==> config.mk <==
export PLATFORM = sky130hd
export DESIGN_NAME = pipe_hazard_ctrl
export DESIGN_NICKNAME = d
export VERILOG_FILES = /design/src/rtl/pipe_pkg.sv /design/src/rtl/hz_luse_cmp.sv /design/src/rtl/pipe_hazard_ctrl.sv
export SDC_FILE = /design/constraint.sdc
export NUM_CORES = 1
export LEC_CHECK = 0
export ABC_CLOCK_PERIOD_IN_PS = 2400
export CORE_MARGIN = 2
export CORE_UTILIZATION = 29
export DETAILED_ROUTE_END_ITERATION = 8
export PLACE_DENSITY = 0.87
export REMOVE_ABC_BUFFERS = 1
export SLEW_MARGIN = 15
export SYNTH_ARGS = -nofsm -noshare
export SYNTH_HDL_FRONTEND = slang
export SYNTH_HIERARCHICAL = 1
export SYNTH_SLANG_ARGS = --single-unit
==> constraint.sdc <==
create_clock -name clk -period 2.4 [get_ports clk]
set_input_delay 0.48 -clock clk [delete_from_list [all_inputs] [get_ports clk]]
set_output_delay 0.48 -clock clk [all_outputs]
set_load 0.03 [all_outputs]
==> src/rtl/pipe_pkg.sv <==
// Shared types and constants for the pipeline hazard logic.
// The hazard FSM encoding is also visible on the debug state port.
package pipe_pkg;

  typedef enum logic [1:0] {
    RUN      = 2'd0,
    LDUSE    = 2'd1,
    MEMWAIT  = 2'd2,
    REDIRECT = 2'd3
  } hz_state_t;

  localparam int DEF_REG_W = 6;

  // Register index 0 reads as constant zero and can never carry a hazard.
  localparam int ZERO_REG = 0;

endpackage : pipe_pkg

==> src/rtl/hz_luse_cmp.sv <==
// Combinational load-use comparator: flags an ID-stage read of the register
// that a load currently in EX will write. Shared with the forwarding unit.
module hz_luse_cmp
  import pipe_pkg::*;
#(
  parameter int REG_W = DEF_REG_W
) (
  input  logic [REG_W-1:0] id_rs,
  input  logic [REG_W-1:0] id_rt,
  input  logic             id_use_rs,
  input  logic             id_use_rt,
  input  logic             ex_memrd,
  input  logic [REG_W-1:0] ex_rd,
  output logic             luse
);

  logic rd_live;
  logic rs_hit;
  logic rt_hit;

  assign rd_live = (ex_rd != REG_W'(ZERO_REG));
  assign rs_hit  = id_use_rs && (id_rs == ex_rd);
  assign rt_hit  = id_use_rt && (id_rt == ex_rd);
  assign luse    = ex_memrd && rd_live && (rs_hit || rt_hit);

endmodule : hz_luse_cmp

==> src/rtl/pipe_hazard_ctrl.sv <==
// Stall/flush sequencer for the 5-stage pipeline (redirect > mem wait > load-use).
// Define HAZARD_PERF_CNT_EN to add the stall_cnt / flush_cnt performance counters.
module pipe_hazard_ctrl
  import pipe_pkg::*;
#(
  parameter int REG_W        = DEF_REG_W,
  parameter int FLUSH_CYCLES = 1
`ifdef HAZARD_PERF_CNT_EN
  ,
  parameter int CNT_W        = 16
`endif
) (
  input  logic             clk,
  input  logic             rst_n,
  input  logic [REG_W-1:0] id_rs,
  input  logic [REG_W-1:0] id_rt,
  input  logic             id_use_rs,
  input  logic             id_use_rt,
  input  logic             ex_memrd,
  input  logic [REG_W-1:0] ex_rd,
  input  logic             mem_memrd,
  input  logic             mem_memwrt,
  input  logic             dmem_ack,
  input  logic             wb_redirect,
  output logic             pc_we,
  output logic             ifid_we,
  output logic             ifid_flush,
  output logic             idex_bubble,
  output logic             exmem_flush,
  output logic             pipe_freeze,
  output logic [1:0]       state
`ifdef HAZARD_PERF_CNT_EN
  ,
  output logic [CNT_W-1:0] stall_cnt,
  output logic [CNT_W-1:0] flush_cnt
`endif
);

  hz_state_t  cur_state;
  hz_state_t  nxt_state;
  logic [1:0] fcnt;
  logic [1:0] nxt_fcnt;
  logic       luse;
  logic       mwait;
  logic       redirect_take;

  hz_luse_cmp #(
    .REG_W (REG_W)
  ) u_luse_cmp (
    .id_rs     (id_rs),
    .id_rt     (id_rt),
    .id_use_rs (id_use_rs),
    .id_use_rt (id_use_rt),
    .ex_memrd  (ex_memrd),
    .ex_rd     (ex_rd),
    .luse      (luse)
  );

  assign mwait = (mem_memrd || mem_memwrt) && !dmem_ack;
  assign state = cur_state;

  // NOTE: state registers use non-blocking assignments so every flop samples
  // the pre-edge values; blocking here would create order-dependent races.
  always_ff @(posedge clk or negedge rst_n) begin
    if (!rst_n) begin
      cur_state <= RUN;
      fcnt      <= 2'd0;
    end else begin
      cur_state <= nxt_state;
      fcnt      <= nxt_fcnt;
    end
  end

  // NOTE: every output and next-state value gets a default at the top of the
  // block, so no path leaves a signal unassigned and no latch is inferred.
  always_comb begin
    pc_we         = 1'b1;
    ifid_we       = 1'b1;
    ifid_flush    = 1'b0;
    idex_bubble   = 1'b0;
    exmem_flush   = 1'b0;
    pipe_freeze   = 1'b0;
    nxt_state     = cur_state;
    nxt_fcnt      = fcnt;
    redirect_take = 1'b0;

    unique case (cur_state)
      // LDUSE already inserted its bubble; the load is now in MEM, so luse is moot.
      RUN, LDUSE: begin
        if (wb_redirect) begin
          ifid_flush    = 1'b1;
          idex_bubble   = 1'b1;
          exmem_flush   = 1'b1;
          redirect_take = 1'b1;
          if (FLUSH_CYCLES > 1) begin
            nxt_state = REDIRECT;
            nxt_fcnt  = 2'(FLUSH_CYCLES - 1);
          end else begin
            nxt_state = RUN;
          end
        end else if (mwait) begin
          pipe_freeze = 1'b1;
          pc_we       = 1'b0;
          ifid_we     = 1'b0;
          nxt_state   = MEMWAIT;
        end else if (luse && (cur_state == RUN)) begin
          pc_we       = 1'b0;
          ifid_we     = 1'b0;
          idex_bubble = 1'b1;
          nxt_state   = LDUSE;
        end else begin
          nxt_state = RUN;
        end
      end

      // WB is frozen with the rest of the back end, so a redirect cannot retire here.
      MEMWAIT: begin
        if (!dmem_ack) begin
          pipe_freeze = 1'b1;
          pc_we       = 1'b0;
          ifid_we     = 1'b0;
        end else begin
          nxt_state = RUN;
        end
      end

      REDIRECT: begin
        ifid_flush  = 1'b1;
        idex_bubble = 1'b1;
        nxt_fcnt    = fcnt - 2'd1;
        if (fcnt == 2'd1) begin
          nxt_state = RUN;
        end
      end
    endcase

    // During reset the front end is held and every buffer is loaded with a NOP.
    if (!rst_n) begin
      pc_we         = 1'b0;
      ifid_we       = 1'b0;
      ifid_flush    = 1'b1;
      idex_bubble   = 1'b1;
      exmem_flush   = 1'b1;
      pipe_freeze   = 1'b0;
      redirect_take = 1'b0;
    end
  end

`ifdef HAZARD_PERF_CNT_EN
  always_ff @(posedge clk or negedge rst_n) begin
    if (!rst_n) begin
      stall_cnt <= '0;
      flush_cnt <= '0;
    end else begin
      if (!pc_we && (stall_cnt != '1)) begin
        stall_cnt <= stall_cnt + CNT_W'(1);
      end
      if (redirect_take && (flush_cnt != '1)) begin
        flush_cnt <= flush_cnt + CNT_W'(1);
      end
    end
  end
`endif

endmodule : pipe_hazard_ctrl

# Yosys cells after proc, flatten, opt, wreduce, memory -nomap -nowiden
# Cells that the tools add are included.
# word_totals
word_cells	51
inputBits	27
out_inout_bits	8
register_bits	4
# classes
mux	27
reduce_logical	13
n_eq_ne	8
n_addsub	1
# ops
op	count
2-to-1 mux 1 bit	18
== test 6 bit	2
2-to-1 mux 2 bit	4
case mux 1 bit (2 select lines)	4
logical AND 1 bit	6
case mux 2 bit (3 select lines)	1
nonzero test 6 bit	1
== test 2 x 1 -> 1 bit (second input constant)	2
== test 2 bit (second input constant)	2
!= test 2 bit (second input constant)	2
zero test 2 bit	1
logical OR 1 bit	2
AND reduction 2 bit	1
OR reduction 2 bit	1
subtractor 2 x 1 -> 2 bit (second input constant)	1
zero test 1 bit	1

# Depth between registers and ports, before layout
# Gate-level depths: netlist of run 1.
# depth
depth_word	10
mapped_depth	7
ltp_nobuf	6

# Modules after synthesis
# Netlist of run 1, hierarchy kept.
# by_module_without_submodules
mod	instances	cells_per_inst	seq_area_each_um2	area_per_inst_um2
pipe_hazard_ctrl	1	25	100.1	240.2
hz_luse_cmp	1	19	0.0	152.6

# Worst setup path before layout of run 1
# OpenSTA, ideal clock, no wires.
# synth_timing
path_type	input -> output
startpoint	input port ex_rd[0]
endpoint	output port pc_we
path_buffers	1
setup_slack_ps	63
t_arrival_ps	1857
path_stages	6
path_cell_list	or4_1 -> o31ai_1 -> a21oi_1 -> nand3_1 -> o211a_1 -> buf_4
# synth_between
elab_chain_cells	10
word_cells_on_any_way	14
cone_classes	eq/ne (2); mux (5); reduce/logical (7)
# synth_lines
item	line_no	source
start: declaration	pipe_hazard_ctrl.sv:20	input logic [REG_W-1:0] ex_rd,
== test 6 bit (on tied branches)	hz_luse_cmp.sv:22, hz_luse_cmp.sv:23	
logical AND 1 bit (on tied branches)	hz_luse_cmp.sv:22, hz_luse_cmp.sv:23	
logical OR 1 bit	hz_luse_cmp.sv:24	assign luse = ex_memrd && rd_live && (rs_hit || rt_hit);
logical AND 1 bit *	hz_luse_cmp.sv:24	
via luse	pipe_hazard_ctrl.sv:43	logic luse;
logical AND 1 bit *	pipe_hazard_ctrl.sv:106	end else if (luse && (cur_state == RUN)) begin
2-to-1 mux 1 bit * (3 in a row)	--	
case mux 1 bit (2 select lines) *	--	
2-to-1 mux 1 bit *	--	
end: declaration	pipe_hazard_ctrl.sv:25	output logic pc_we,
# The timed path passes the listed nets; every way through them passes the cells marked *.

# Final worst setup path of run 1
# layout_timing
startpoint	input port ex_rd[1]
endpoint	output port idex_bubble
# layout_between
elab_chain_cells	10
word_cells_on_any_way	14
cone_classes	eq/ne (2); mux (5); reduce/logical (7)
# layout_lines
item	line_no	source
== test 6 bit (on tied branches)	hz_luse_cmp.sv:22, hz_luse_cmp.sv:23	
logical AND 1 bit (on tied branches)	hz_luse_cmp.sv:22, hz_luse_cmp.sv:23	
logical OR 1 bit	hz_luse_cmp.sv:24	
logical AND 1 bit *	hz_luse_cmp.sv:24	
via luse	pipe_hazard_ctrl.sv:43	
logical AND 1 bit *	pipe_hazard_ctrl.sv:106	
2-to-1 mux 1 bit *	pipe_hazard_ctrl.sv:106	
2-to-1 mux 1 bit *	pipe_hazard_ctrl.sv:101	end else if (mwait) begin
2-to-1 mux 1 bit *	pipe_hazard_ctrl.sv:90	if (wb_redirect) begin
case mux 1 bit (2 select lines) *	pipe_hazard_ctrl.sv:87	unique case (cur_state)
2-to-1 mux 1 bit *	pipe_hazard_ctrl.sv:138	if (!rst_n) begin
end: declaration	pipe_hazard_ctrl.sv:28	output logic idex_bubble,
# Marks and branches as above.

==> flow_summary.yaml, run 1 <==
outcome:
  status: "finished clean"
floorplanning:
  io-pin-count: 35
  die_y_um: 40.8
  die_area_um2: 1670
  die_w_um: 40.8
  core-area_um2: 1280
  initial_utilization: 0.306
  rows: 13
finish:
  filler_cell_count: 129
  diodes: 0
  final_cells: 99
  nets: 114
  syn_to_final_growth_pct: 102
  drive_gt1_frac: 0.488
  final_util: 0.617
  multi_input_area_um2: 345
  seqCellArea_um2: 100
synthesis:
  synth_area_leader_cell: "dfrtp_1"
  yosysMostFrequentCell: "xnor2_1"
  synth_cell_types: 22
  synth_ff_type: "dfrtp_1"
  synthesis.instances: 44
  synth-compound-area-share: 0.153
  syn_area_per_cell_um2: 8.93
  synth-simple-area-share: 0.194
  synth-edff-count: 0
  synth_top_family_by_area: "XOR/XNOR gates"
  ys_top_cells_by_count: "7 x xnor2_1, 6 x xor2_1, 4 x dfrtp_1, 3 x inv_1, 3 x or4_1"
  yosysWarnings: 6
  synthMuxAreaShare: 0.0287
  ys_ff_latch: 4
  yosysSeqAreaShare: 0.255
  synthAdderAreaFrac: 0.0318
  synth.area.top_cells: "dfrtp_1 25%, xnor2_1 16%, xor2_1 13%, or4_1 5.7%, ha_1 3.2%"
  synth_area_um2: 393
  synthXorXnorAreaFrac: 0.290
  synth.top_cell.area_share: 0.255
  synthArstFlopShare: 1.00
drt:
  first_pass_iters: 4
  post_drt_wl_per_cell_um: 13.2
  vias: 483
  drcViolationCount: 0
  ant_nets: 0
  routed_wl_mm: 1.31
  drtIter0Drc: 7
  viasPerCell: 4.88
pwr:
  p_leak_nw: 0.368
  total_power_mw: 0.280
  powerDensity_nw_per_um2: 353
  irDropWorstVdd_mv: 0.434
global_routing:
  grt_pass1_wl_mm: 2.10
  grt_overflow: 0
  grt.total_usage: 0.198
  antenna_found_initial: 0
  grt_max_degree: 8
  grt_pass1_vias: 471
clock_network:
  clkLatencyLatePin_ns: 0.23
  cts_tree: "done"
  root_buffer: "clkbuf_4"
  cts_made_buffers: 3
  cts_sinks: 4
  h-tree-depth: 1
  cts_max_path_buffers: 2
  cts.clk_slew.worst_paths_ns: 0.03
worst_setup_path:
  cp-startpoint: "ex_rd[1]"
  reg2reg_setup_slack_ns: 1.14
  critPathLaunchType: "input pin"
  crit_type: "in2out"
  reg2regPathDepth: 5
  critPathMaxFanout: 3
  cp.required_ns: 1.92
  arrival_ns: 1.85
  crit_path_end_kind: "primary output"
  timing.rr.end: "state[0]$_DFFE_PN0P_"
  r2r_start: "state[1]$_DFFE_PN0P_"
placement:
  pre_cts_slack_ns: -0.399
  portBuffers: 34
  dp.final_hpwl_mm: 1.05
  dp_cells: 95
  place_congestion: 0.786
sta:
  slew_violations: 0
  min_period_ns: 2.33
  holdWs_ns: 0.480
  finalHoldViolations: 0
  fin_ws_ns: 0.0660
  fin_skew_ns: 0.00315
  period_share: 0.972
  clock.fmax_mhz: 428
  worstMarginPinSlew_ns: 0.302
  relSlewSlack: 0.798
  setup_viol: 0
hold_path:
  whs_path_depth: 1
  min_from: "fcnt[0]$_DFFE_PN0P_"
  hold_end: "fcnt[0]$_DFFE_PN0P_"
  hold_path.class: "reg2reg"
job:
  cap_violations: 0
[kinds of logic after synthesis]
group | Yosys count
DFF | 4
xor gates and xnor gates | 13
adders and majority gates | 1
buffers and inverters | 4
AOI/OAI and AO/OA | 8
muxes | 1
and+or+nand+nor | 13
[power breakdown]
group	total [mW]	leakage, nW	internal, mW	switching, mW
Clock	0.0806	0.0138	0.0557	0.0249
Sequential	0.0747	0.0547	0.0711	0.00361
Combinational	0.125	0.300	0.0662	0.0588
Total	0.280	0.368	0.193	0.0872
[worst max-delay path by stage]
stage	endpoint	cells after the start
floorplan	ifid_we	5
global placement	ifid_we	8
detailed placement	ifid_we	8
CTS	ifid_we	7
global route	idex_bubble	8
finish	idex_bubble	7
[sequential cells by signal, summed over array words and instances (netlist names)]
signal / count
state: 2
fcnt: 2
[critical path, cell delays in order]
cell and delay (ns):
buf_2 0.12, xor2_1 0.16, or4_4 0.55, a21oi_4 0.17, o211ai_1 0.13, nand3_1 0.11
buf_6 0.13
[stage by stage]
step | instance area, µm² | setup TNS [ns]
after floorplan | 385 | 0
after global placement | 752 | -1.04
after detailed placement | 752 | -1.17
after CTS | 783 | 0
after global routing | 793 | -0.00179
final | 793 | 0
[cell type report]
type,count,area share
Tap cell,15,0.0237
Clock buffer,3,0.0284
Inverter,3,0.0142
Timing Repair Buffer,38,0.372
Sequential cell,4,0.126
Multi-Input combinational cell,36,0.435
[placed cells by master, fill, tap and decap left out, drive strengths merged, types with 3 or more instances in the layout]
cell,n
buf,22
clkbuf,7
clkdlybuf4s50,8
dfrtp,4
inv,3
or4,3
xnor2,7
xor2,6
[layer usage]
layer,up-vias,track usage,routed length (µm)
met5,-,0,0
met2,21,0.375,714
met3,2,0.0707,86
met4,0,0.0500,19
met1,219,0.200,486
li1,241,-,-
[what timing repair did]
action	in CTS	in global routing
buffers inserted	0	1
pin swaps	16	9
gates resized for setup	72	10
cloned	0	0
endpoints found under the setup margin	3	3
hold buffers	0	0
Note: power is estimated with default switching activity, not from simulation.
==> inputs of run 2 (changes only) <==
--- a/config.mk
+++ b/config.mk
@@ -5,12 +5,13 @@
 export SDC_FILE = /design/constraint.sdc
 export NUM_CORES = 1
 export LEC_CHECK = 0
-export ABC_CLOCK_PERIOD_IN_PS = 2400
-export CORE_MARGIN = 2
+export ABC_CLOCK_PERIOD_IN_PS = 2250
+export CORE_MARGIN = 5
 export CORE_UTILIZATION = 29
 export DETAILED_ROUTE_END_ITERATION = 8
 export PLACE_DENSITY = 0.87
 export REMOVE_ABC_BUFFERS = 1
+export SKIP_LAST_GASP = 1
 export SLEW_MARGIN = 15
 export SYNTH_ARGS = -nofsm -noshare
 export SYNTH_HDL_FRONTEND = slang
==> constraint.sdc (replaced) <==
create_clock -name clk -period 2.25 [get_ports clk]
set_input_delay 0.45 -clock clk [delete_from_list [all_inputs] [get_ports clk]]
set_output_delay 0.45 -clock clk [all_outputs]
set_load 0.03 [all_outputs]
==> run 2 against run 1 <==
Effect of this change:
- the run now ends with setup timing left
- via count decreased by 3.9%
- routed wire length increased by 8.5%
- clock-buffer cell count unchanged
- largest power group unchanged
==> flow_summary.yaml, run 2 (synthesis gave the netlist of run 1 again) <==
worst_setup_path:
  arrival_ns: 1.82
  crit_type: "in2out"
  crit_slowest_cell: "or4_4"
  cp.required_ns: 1.80
  crit_chain: "buf_4 > xor2_1 > or4_4 > a21oi_4 > nand3_1 > o211a_1 > buf_6"
  crit_path_end_kind: "primary output"
  critPathLaunchType: "input pin"
  max_stage_delay_ns: 0.54
  critPathMaxFanout: 3
placement:
  portBuffers: 34
  pre_cts_slack_ns: -0.489
  dpl-instance-area_um2: 744
  dp_cells: 94
  dp.final_hpwl_mm: 1.14
  place_congestion: 0.780
sta:
  slew_violations: 0
  period_share: 1.01
  rsz0062_at_grt: "true"
  worstMarginPinSlew_ns: 0.324
  min_period_ns: 2.27
  fin_ws_ns: -0.0179
  fin_skew_ns: 0.00591
  relSlewSlack: 0.783
  finalHoldViolations: 0
  setup_viol: 2
  clock.fmax_mhz: 441
clock_network:
  cts_max_path_buffers: 2
  cts_sinks: 4
  clkLatencyLatePin_ns: 0.23
  cts.clk_slew.worst_paths_ns: 0.04
  cts_tree: "done"
  root_buffer: "clkbuf_4"
  h-tree-depth: 1
  cts_made_buffers: 3
finish:
  syn_to_final_growth_pct: 113
  nets: 113
  final_util: 0.651
  drive_gt1_frac: 0.518
  layout_common_cells: "11 x buf_6, 8 x clkdlybuf4s50_1, 7 x buf_4"
  final_cell_area_um2: 837
  final_cells: 98
  mostFrequentLayoutCell: "buf_6"
  diodes: 0
outcome:
  status: "finished with violations"
  violations: "setup timing"
drt:
  drtIter0Drc: 9
  first_pass_iters: 4
  drcViolationCount: 0
  post_drt_wl_per_cell_um: 14.5
  routed_wl_mm: 1.42
  ant_nets: 0
  viasPerCell: 4.73
  vias: 464
global_routing:
  grt_pass1_wl_mm: 2.13
  grt_max_degree: 8
  grt.total_usage: 0.144
  grt_pass1_vias: 465
  grt_overflow: 0
  antenna_found_initial: 0
floorplanning:
  die_y_um: 46.8
  io-pin-count: 35
  die_area_um2: 2190
  initial_utilization: 0.306
  core-area_um2: 1280
  rows: 13
  die_w_um: 46.8
pwr:
  powerDensity_nw_per_um2: 370
  p_leak_nw: 0.391
  irDropWorstVdd_mv: 0.398
job:
  cap_violations: 0
hold_path:
  hold_path.class: "in2async"
==> run 2: cell types whose count changed in the layout (fill, tap and decap cells not counted), sizes merged <==
| cell | before | now |
|---|---|---|
| clkdlybuf4s15 | 2 | 0 |
| clkbuf | 7 | 8 |
==> run 2: cell type report <==
cell class                 instances  area, µm²
fill                             107        448
multi-input combinational         36        355
timing repair buffer              37        329
sequential                         4        100
clock buffer                       3       22.5
tap                               15       18.8
inverter                           3       11.3
==> run 2: worst max-delay path, delay by kind of cell <==
| family | cells | cell delay [ns] |
|---|---|---|
| AND/OR/NAND/NOR | 2 | 0.62 |
| AO/OA/AOI/OAI | 2 | 0.32 |
| buffers and inverters | 2 | 0.28 |
| XOR/XNOR | 1 | 0.13 |
==> run 2: worst paths after layout <==
check                                          start                    to  slack, ns  cells after the start
worst max-delay path                        ex_rd[1]               ifid_we      -0.02                      7
worst min-delay path                           rst_n  state[0]$_DFFE_PN0P_       0.46                      1
worst max register to register  state[1]$_DFFE_PN0P_  state[0]$_DFFE_PN0P_       1.06                      5
worst min register to register   fcnt[0]$_DFFE_PN0P_   fcnt[0]$_DFFE_PN0P_       0.49                      1
max in group asynchronous                      rst_n   fcnt[0]$_DFFE_PN0P_       1.58                      1
min in group clk                 fcnt[0]$_DFFE_PN0P_   fcnt[0]$_DFFE_PN0P_       0.49                      1
==> run 2: per-stage QoR <==
stage / hold WS [ns] / power (mW) / TNS [ns]
4_1_cts: 0.456 / 0.309 / -0.167
5_1_grt: 0.457 / 0.331 / -0.165
6_report: 0.457 / 0.310 / -0.0357
2_1_floorplan: 0.154 / 0.133 / 0
3_3_place_gp: 0.469 / 0.209 / -1.46
3_5_place_dp: 0.483 / 0.211 / -1.57
==> run 2: timing repair <==
action / CTS / global route
setup endpoints to repair: 3 / 3
hold buffers: 0 / 0
pin swaps: 16 / 10
gates resized for setup: 79 / 16
buffers inserted: 1 / 0
==> run 2: per-layer routing <==
metal / GRT usage / part of all wire / up-vias / wire length, µm
met1: 0.158 / 0.37 / 209 / 523
met5: 0 / 0 / - / 0
met4: 0.0497 / 0.0049 / 0 / 7
met2: 0.257 / 0.55 / 12 / 781
li1: - / - / 241 / -
met3: 0.0460 / 0.074 / 2 / 105
==> run 2: power by group <==
| group | switching, mW | internal [mW] |
|---|---|---|
| Combinational | 0.0649 | 0.0797 |
| Sequential | 0.00369 | 0.0758 |
| Clock | 0.0264 | 0.0594 |
